[src/rtl/mips_pkg.sv]
// Shared MIPS constants and the IF/ID buffer-state encoding.
package mips_pkg;

    localparam logic [5:0]  OP_J     = 6'h02;
    localparam logic [5:0]  OP_JAL   = 6'h03;
    localparam logic [5:0]  OP_BEQ   = 6'h04;
    localparam logic [5:0]  OP_BNE   = 6'h05;

    // sll $0,$0,0
    localparam logic [31:0] MIPS_NOP = 32'h0000_0000;

    // Encoding matches the buffer occupancy so the state is a direct view of count.
    typedef enum logic [1:0] {
        EMPTY = 2'd0,
        ONE   = 2'd1,
        FULL  = 2'd2
    } ifid_state_t;

endpackage

[src/rtl/if_id_fetch_buffer_if.sv]
// IF->ID handshake bundle; the predecode flags exist only when IFID_PREDECODE_EN is defined.
interface if_id_fetch_buffer_if;

    logic [31:0] if_pc;
    logic [31:0] if_inst;
    logic        if_valid;
    logic        if_ready;
    logic        flush;
    logic [31:0] id_pc;
    logic [31:0] id_inst;
    logic        id_valid;
    logic        id_ready;
`ifdef IFID_PREDECODE_EN
    logic        id_is_branch;
    logic        id_is_jump;

    modport slave (
        input  if_pc, if_inst, if_valid, flush, id_ready,
        output if_ready, id_pc, id_inst, id_valid, id_is_branch, id_is_jump
    );

    modport master (
        output if_pc, if_inst, if_valid, flush, id_ready,
        input  if_ready, id_pc, id_inst, id_valid, id_is_branch, id_is_jump
    );
`else
    modport slave (
        input  if_pc, if_inst, if_valid, flush, id_ready,
        output if_ready, id_pc, id_inst, id_valid
    );

    modport master (
        output if_pc, if_inst, if_valid, flush, id_ready,
        input  if_ready, id_pc, id_inst, id_valid
    );
`endif

endinterface

[src/rtl/if_id_fetch_buffer_predecoder.sv]
// Opcode predecoder for the head instruction; compiled only with IFID_PREDECODE_EN.
`ifdef IFID_PREDECODE_EN
module fetch_predecoder
    import mips_pkg::*;
(
    input  logic [5:0] opcode,
    input  logic       valid,
    output logic       is_branch,
    output logic       is_jump
);

    // Classify the opcode; an empty buffer presents a bubble, so both flags stay low.
    always_comb begin
        is_branch = 1'b0;
        is_jump   = 1'b0;
        if (valid) begin
            case (opcode)
                OP_BEQ, OP_BNE: is_branch = 1'b1;
                OP_J, OP_JAL:   is_jump   = 1'b1;
                default: begin
                    is_branch = 1'b0;
                    is_jump   = 1'b0;
                end
            endcase
        end else begin
            is_branch = 1'b0;
            is_jump   = 1'b0;
        end
    end

endmodule
`endif

[src/rtl/if_id_fetch_buffer.sv]
// 2-entry IF->ID skid buffer with flush; optional head predecode under IFID_PREDECODE_EN.
module if_id_fetch_buffer
    import mips_pkg::*;
#(
    parameter logic [31:0] NOP_INST = MIPS_NOP,
    parameter logic [31:0] EMPTY_PC = 32'h0000_0000
) (
    input  logic                  clk,
    input  logic                  rst,
    if_id_fetch_buffer_if.slave   bus
);

    logic [1:0]  count_r;
    logic [1:0]  count_nxt_s;
    logic        rd_ptr_r;
    logic        rd_ptr_nxt_s;
    logic        wr_ptr_r;
    logic        wr_ptr_nxt_s;
    logic        push_s;
    logic        pop_s;
    logic        valid_s;
    logic        ready_s;
    logic [31:0] head_pc_s;
    logic [31:0] head_inst_s;
    ifid_state_t state_s;
    logic [31:0] pc_mem_r   [2];
    logic [31:0] inst_mem_r [2];

    // if_ready depends only on registered occupancy, never on id_ready.
    assign ready_s = (count_r != 2'd2);
    assign valid_s = (count_r != 2'd0);
    assign push_s  = bus.if_valid && ready_s && !bus.flush;
    assign pop_s   = valid_s && bus.id_ready && !bus.flush;

    // View the occupancy count as the buffer state.
    always_comb begin
        state_s = EMPTY;
        case (count_r)
            2'd0:    state_s = EMPTY;
            2'd1:    state_s = ONE;
            2'd2:    state_s = FULL;
            default: state_s = EMPTY;
        endcase
    end

    // Next occupancy and pointers; flush overrides any handshake in the same cycle.
    always_comb begin
        count_nxt_s  = count_r;
        rd_ptr_nxt_s = rd_ptr_r;
        wr_ptr_nxt_s = wr_ptr_r;
        if (bus.flush) begin
            count_nxt_s  = 2'd0;
            rd_ptr_nxt_s = 1'b0;
            wr_ptr_nxt_s = 1'b0;
        end else begin
            if (push_s) begin
                wr_ptr_nxt_s = wr_ptr_r + 1'b1;
            end else begin
                wr_ptr_nxt_s = wr_ptr_r;
            end
            if (pop_s) begin
                rd_ptr_nxt_s = rd_ptr_r + 1'b1;
            end else begin
                rd_ptr_nxt_s = rd_ptr_r;
            end
            case (state_s)
                EMPTY: count_nxt_s = push_s ? 2'd1 : 2'd0;
                ONE: begin
                    if (push_s && !pop_s) begin
                        count_nxt_s = 2'd2;
                    end else if (pop_s && !push_s) begin
                        count_nxt_s = 2'd0;
                    end else begin
                        count_nxt_s = 2'd1;
                    end
                end
                FULL:    count_nxt_s = pop_s ? 2'd1 : 2'd2;
                default: count_nxt_s = 2'd0;
            endcase
        end
    end

    // Occupancy and pointer registers.
    always_ff @(posedge clk or posedge rst) begin
        if (rst) begin
            count_r  <= 2'd0;
            rd_ptr_r <= 1'b0;
            wr_ptr_r <= 1'b0;
        end else begin
            count_r  <= count_nxt_s;
            rd_ptr_r <= rd_ptr_nxt_s;
            wr_ptr_r <= wr_ptr_nxt_s;
        end
    end

    // Entry storage is never reset; only occupancy decides what is visible.
    always_ff @(posedge clk) begin
        if (push_s) begin
            pc_mem_r[wr_ptr_r]   <= bus.if_pc;
            inst_mem_r[wr_ptr_r] <= bus.if_inst;
        end
    end

    assign head_pc_s   = valid_s ? pc_mem_r[rd_ptr_r]   : EMPTY_PC;
    assign head_inst_s = valid_s ? inst_mem_r[rd_ptr_r] : NOP_INST;

    assign bus.if_ready = ready_s;
    assign bus.id_valid = valid_s;
    assign bus.id_pc    = head_pc_s;
    assign bus.id_inst  = head_inst_s;

`ifdef IFID_PREDECODE_EN
    fetch_predecoder u_predecoder (
        .opcode    (head_inst_s[31:26]),
        .valid     (valid_s),
        .is_branch (bus.id_is_branch),
        .is_jump   (bus.id_is_jump)
    );
`endif

endmodule

[src/flat_wrapper.sv]
// flat-port wrapper written by rule: the top's interface ports become plain ports
module if_id_fetch_buffer_flat import mips_pkg::*;
#(
    parameter logic [31:0] NOP_INST = MIPS_NOP,
    parameter logic [31:0] EMPTY_PC = 32'h0000_0000
)
  (clk, rst, bus_if_pc, bus_if_inst, bus_if_valid, bus_flush, bus_id_ready, bus_if_ready, bus_id_pc, bus_id_inst, bus_id_valid);
  if_id_fetch_buffer_if bus_i ();
  input  logic clk;
  input  logic rst;
  input wire logic [$bits(bus_i.if_pc)-1:0] bus_if_pc;
  input wire logic [$bits(bus_i.if_inst)-1:0] bus_if_inst;
  input wire logic [$bits(bus_i.if_valid)-1:0] bus_if_valid;
  input wire logic [$bits(bus_i.flush)-1:0] bus_flush;
  input wire logic [$bits(bus_i.id_ready)-1:0] bus_id_ready;
  output wire logic [$bits(bus_i.if_ready)-1:0] bus_if_ready;
  output wire logic [$bits(bus_i.id_pc)-1:0] bus_id_pc;
  output wire logic [$bits(bus_i.id_inst)-1:0] bus_id_inst;
  output wire logic [$bits(bus_i.id_valid)-1:0] bus_id_valid;
  assign bus_i.if_pc = bus_if_pc;
  assign bus_i.if_inst = bus_if_inst;
  assign bus_i.if_valid = bus_if_valid;
  assign bus_i.flush = bus_flush;
  assign bus_i.id_ready = bus_id_ready;
  assign bus_if_ready = bus_i.if_ready;
  assign bus_id_pc = bus_i.id_pc;
  assign bus_id_inst = bus_i.id_inst;
  assign bus_id_valid = bus_i.id_valid;
  if_id_fetch_buffer #(.NOP_INST(NOP_INST), .EMPTY_PC(EMPTY_PC)) u_core (.clk(clk), .rst(rst), .bus(bus_i));
endmodule
[config.mk]
export PLATFORM = sky130hd
export DESIGN_NAME = if_id_fetch_buffer_flat
export DESIGN_NICKNAME = d
export VERILOG_FILES = /design/src/rtl/mips_pkg.sv /design/src/rtl/if_id_fetch_buffer_if.sv /design/src/rtl/if_id_fetch_buffer_predecoder.sv /design/src/rtl/if_id_fetch_buffer.sv /design/src/flat_wrapper.sv
export SDC_FILE = /design/constraint.sdc
export NUM_CORES = 1
export LEC_CHECK = 0
export ABC_AREA = 1
export BUFFER_PORTS_ARGS = -buffer_cell sky130_fd_sc_hd__buf_4
export CORE_ASPECT_RATIO = 1.1
export CORE_MARGIN = 3
export CORE_UTILIZATION = 45
export CTS_BUF_LIST = sky130_fd_sc_hd__clkbuf_4 sky130_fd_sc_hd__clkbuf_8
export CTS_CLUSTER_DIAMETER = 40
export DETAILED_ROUTE_END_ITERATION = 16
export PLACE_DENSITY = 0.7
export SYNTH_ARGS = -nofsm -noshare
export SYNTH_HDL_FRONTEND = slang
export SYNTH_SLANG_ARGS = --single-unit
[constraint.sdc]
create_clock -name clk -period 9.6 [get_ports clk]
set_input_delay 0.48 -clock clk [delete_from_list [all_inputs] [get_ports clk]]
set_output_delay 0.48 -clock clk [all_outputs]
set_load 0.05 [all_outputs]
==> impl_metrics.ini <==
[floorplanning]
die_x_um = 110
row_count = 41
die_h_um = 120
ios = 135
start_util_pct = 46.2
dieArea_mm2 = 0.0132
coreArea_mm2 = 0.0115

[synthesis]
synth-compound-area-share_pct = 6.59
yosys.area_share.simple_pct = 13.2
ys_seq_area_share_pct = 73.9
synth_area_leaders = edfxtp_1 (72%), nor2_2 (7.1%), nor2_1 (5.0%), o21ai_0 (4.5%), buf_12 (2.3%)
synth_cells = 383
synth.distinct_cells = 19
syn_nets = 457
ys_ff_latch = 132
synth_top_family_by_area = simple AND/OR/NAND/NOR gates
ys_warn_count = 0
yosysTopAreaCellShare_pct = 72.0
synthMuxAreaShare_pct = 0
synth_fa_ha_area_share_pct = 1.17
synth-xor-area-share_pct = 0
synth_top_area_cell = edfxtp_1
syn_area_mm2 = 0.00534
synth_area_per_cell_um2 = 13.9

[setup_path]
critPathCaptureType = primary output
r2r-start = u_core.count_r[0]$_DFF_PP0_
timing.critical_path.from_type = flop
slowest_stage = inv_2
r2r.worst_path.cells = 6
slowest_delay_ns = 0.72
worstReg2RegEnd = u_core.inst_mem_r[0][31]$_DFFE_PP_
path_class = reg -> out
worst_ep_required_time_ns = 9.12
cp.arrival_ns = 2.51
critPathMaxFanout = 67
r2r_slack_ns = 7.09
path_cells = inv_1 > ha_1 > inv_2 > o21ai_0 > nor2_1 > buf_4

[pwr]
power_w = 0.00131
ir_worst_vdd_uv = 125
power.density_mw_per_mm2 = 194
leakage_nw = 2.64

[global_route]
busiest_layer = met2
grt_max_degree = 68
grt-ovfl-total = 0
use_met3_pct = 5.98
grt_pass1_wl_mm = 16.7
grt_use_total_pct = 16.9
use_met2_pct = 29.1
grt_pass1_vias = 3404
antenna_found_initial = 0
grt.met1_usage_pct = 18.9

[clocking]
postCtsResizedCells = 0
clk-insertion-delay-late_ns = 0.42
clockBufferDepth = 2
clockRootBuffer = clkbuf_8
cts.sinks = 132
clkTransAtPathRegs_ns = 0.07
cts_made_buffers = 17
h-tree-depth = 4
hold_buffers = 1
postCtsSetupRepairBufs = 0
cts_tree = built

[timing]
final.setup.tns_ns = 0
timing.final.crit_share_pct = 31.2
final_hold_viol_count = 0
rsz0062_at_grt = no
setup_viol = 0
skew_ns = 0.0101
relSlewSlack_pct = 33.6
fmax_mhz = 334
layout_min_cycle_time_ns = 2.99
final_max_slew_viol_count = 0
tightest_slew_ns = 0.994

[cells_and_area]
final_core_util_pct = 58.6
finish.net_count = 594
diodes = 0
layout-drive-gt1-share_pct = 43.7
area_growth_pct = 26.7

[placed_design]
place_congestion = 0.763
place_hpwl_mm = 6.40
io_buffers = 134

[drt]
ant_nets = 0
wl_mm = 10.6
vias_per_cell = 4.90
vias = 3349
drcViolationCount = 0
drt_pass1_iterations = 4
wl_per_cell_um = 15.5
drtIter0Drc = 175

[worst_hold_path]
hold_path_class = in -> reg
holdPathStages = 1
hold_start = bus_if_pc[28]
min_to = u_core.pc_mem_r[0][28]$_DFFE_PP_

[outcome]
run_status = complete, no violations

[job]
maxCapViolations = 0
## sequential cells by signal, summed over array words and instances (netlist names)
signal	cells
u_core.pc_mem_r	64
u_core.inst_mem_r	64
u_core.wr_ptr_r	1
u_core.rd_ptr_r	1
u_core.count_r	2
## worst max-delay path, delay by kind of cell (launching register included)
| family | cells | cell delay [ns] |
|---|---|---|
| compound gates | 1 | 0.22 |
| flops | 1 | 0.39 |
| simple gates | 1 | 0.20 |
| fa+ha+maj | 1 | 0.22 |
| buf+inv | 3 | 1.05 |
## routing by layer
layer,share of wire [%],vias to the layer above
met5,0,-
met4,1.2,0
met3,7.3,11
met2,54,123
met1,38,1598
li1,-,1617
## cell type report
type                       count  area [µm²]
multi-input combinational    220        1140
tap                          150         188
clock buffer                  18         241
timing repair buffer         138        1040
inverter                      11        53.8
sequential                   132        3950
clock inverter                14         161
fill                         907        4780
## cells in the mapped netlist, drive strengths merged
cell	instances
nor2	132
inv	11
nand4	2
edfxtp	128
o22ai	1
o21ai	66
nand3	4
a21oi	3
buf	18
clkbuf	2
ha	5
nand2	7
dfrtp	4
## cells by family after synthesis
| kind of cell | count (synthesis) |
|---|---|
| compound gates | 70 |
| fa+ha+maj | 5 |
| buf+inv | 31 |
| flops | 132 |
| simple gates | 145 |
## power breakdown
part           switching [W]  internal [W]  leakage, nW
sequential        0.00000798      0.000656         1.23
clock               0.000209      0.000258        0.199
combinational       0.000125     0.0000535         1.21
total               0.000342      0.000968         2.64
## metrics by stage
| stage | hold WS [ns] | instance area [µm²] | cells | worst slack (ns) |
|---|---|---|---|---|
| global placement | 0.388 | 6350 | 650 | 7.09 |
| global route | 0.197 | 6760 | 683 | 6.32 |
| floorplan | 0.246 | 5340 | 383 | 5.31 |
| CTS | 0.208 | 6760 | 683 | 6.53 |
| detailed placement | 0.386 | 6350 | 650 | 7.00 |
| finish | 0.240 | 6760 | 683 | 6.61 |
## layout by cell type (no fill, tap or decap), drive strengths merged
| cell type | netlist | routed |
|---|---|---|
| o21ai | 66 | 66 |
| nand3 | 4 | 4 |
| nand4 | 2 | 2 |
| a21oi | 3 | 3 |
| nand2 | 7 | 7 |
| clkinv | 0 | 8 |
| edfxtp | 128 | 128 |
| nor2 | 132 | 132 |
| clkbuf | 2 | 18 |
| ha | 5 | 5 |
| clkinvlp | 0 | 2 |
| dfrtp | 4 | 4 |
| bufinv | 0 | 3 |
| dlygate4sd3 | 0 | 1 |
| o22ai | 1 | 1 |
| buf | 18 | 137 |
| inv | 11 | 12 |
## worst max path at each step
stage | start | slack, ns | depth (start not counted) | end
5_1_grt | u_core.count_r[1]$_DFF_PP0_ | 6.32 | 6 | bus_id_inst[2]
4_1_cts | u_core.count_r[1]$_DFF_PP0_ | 6.53 | 6 | bus_id_inst[4]
6_report | u_core.count_r[1]$_DFF_PP0_ | 6.61 | 6 | bus_id_inst[4]
3_3_place_gp | u_core.count_r[0]$_DFF_PP0_ | 7.09 | 6 | bus_id_inst[29]
3_5_place_dp | u_core.count_r[0]$_DFF_PP0_ | 7.00 | 6 | bus_id_inst[4]
2_1_floorplan | u_core.count_r[0]$_DFF_PP0_ | 5.31 | 5 | u_core.inst_mem_r[1][0]$_DFFE_PP_
Power figures use the tool's default switching activity.
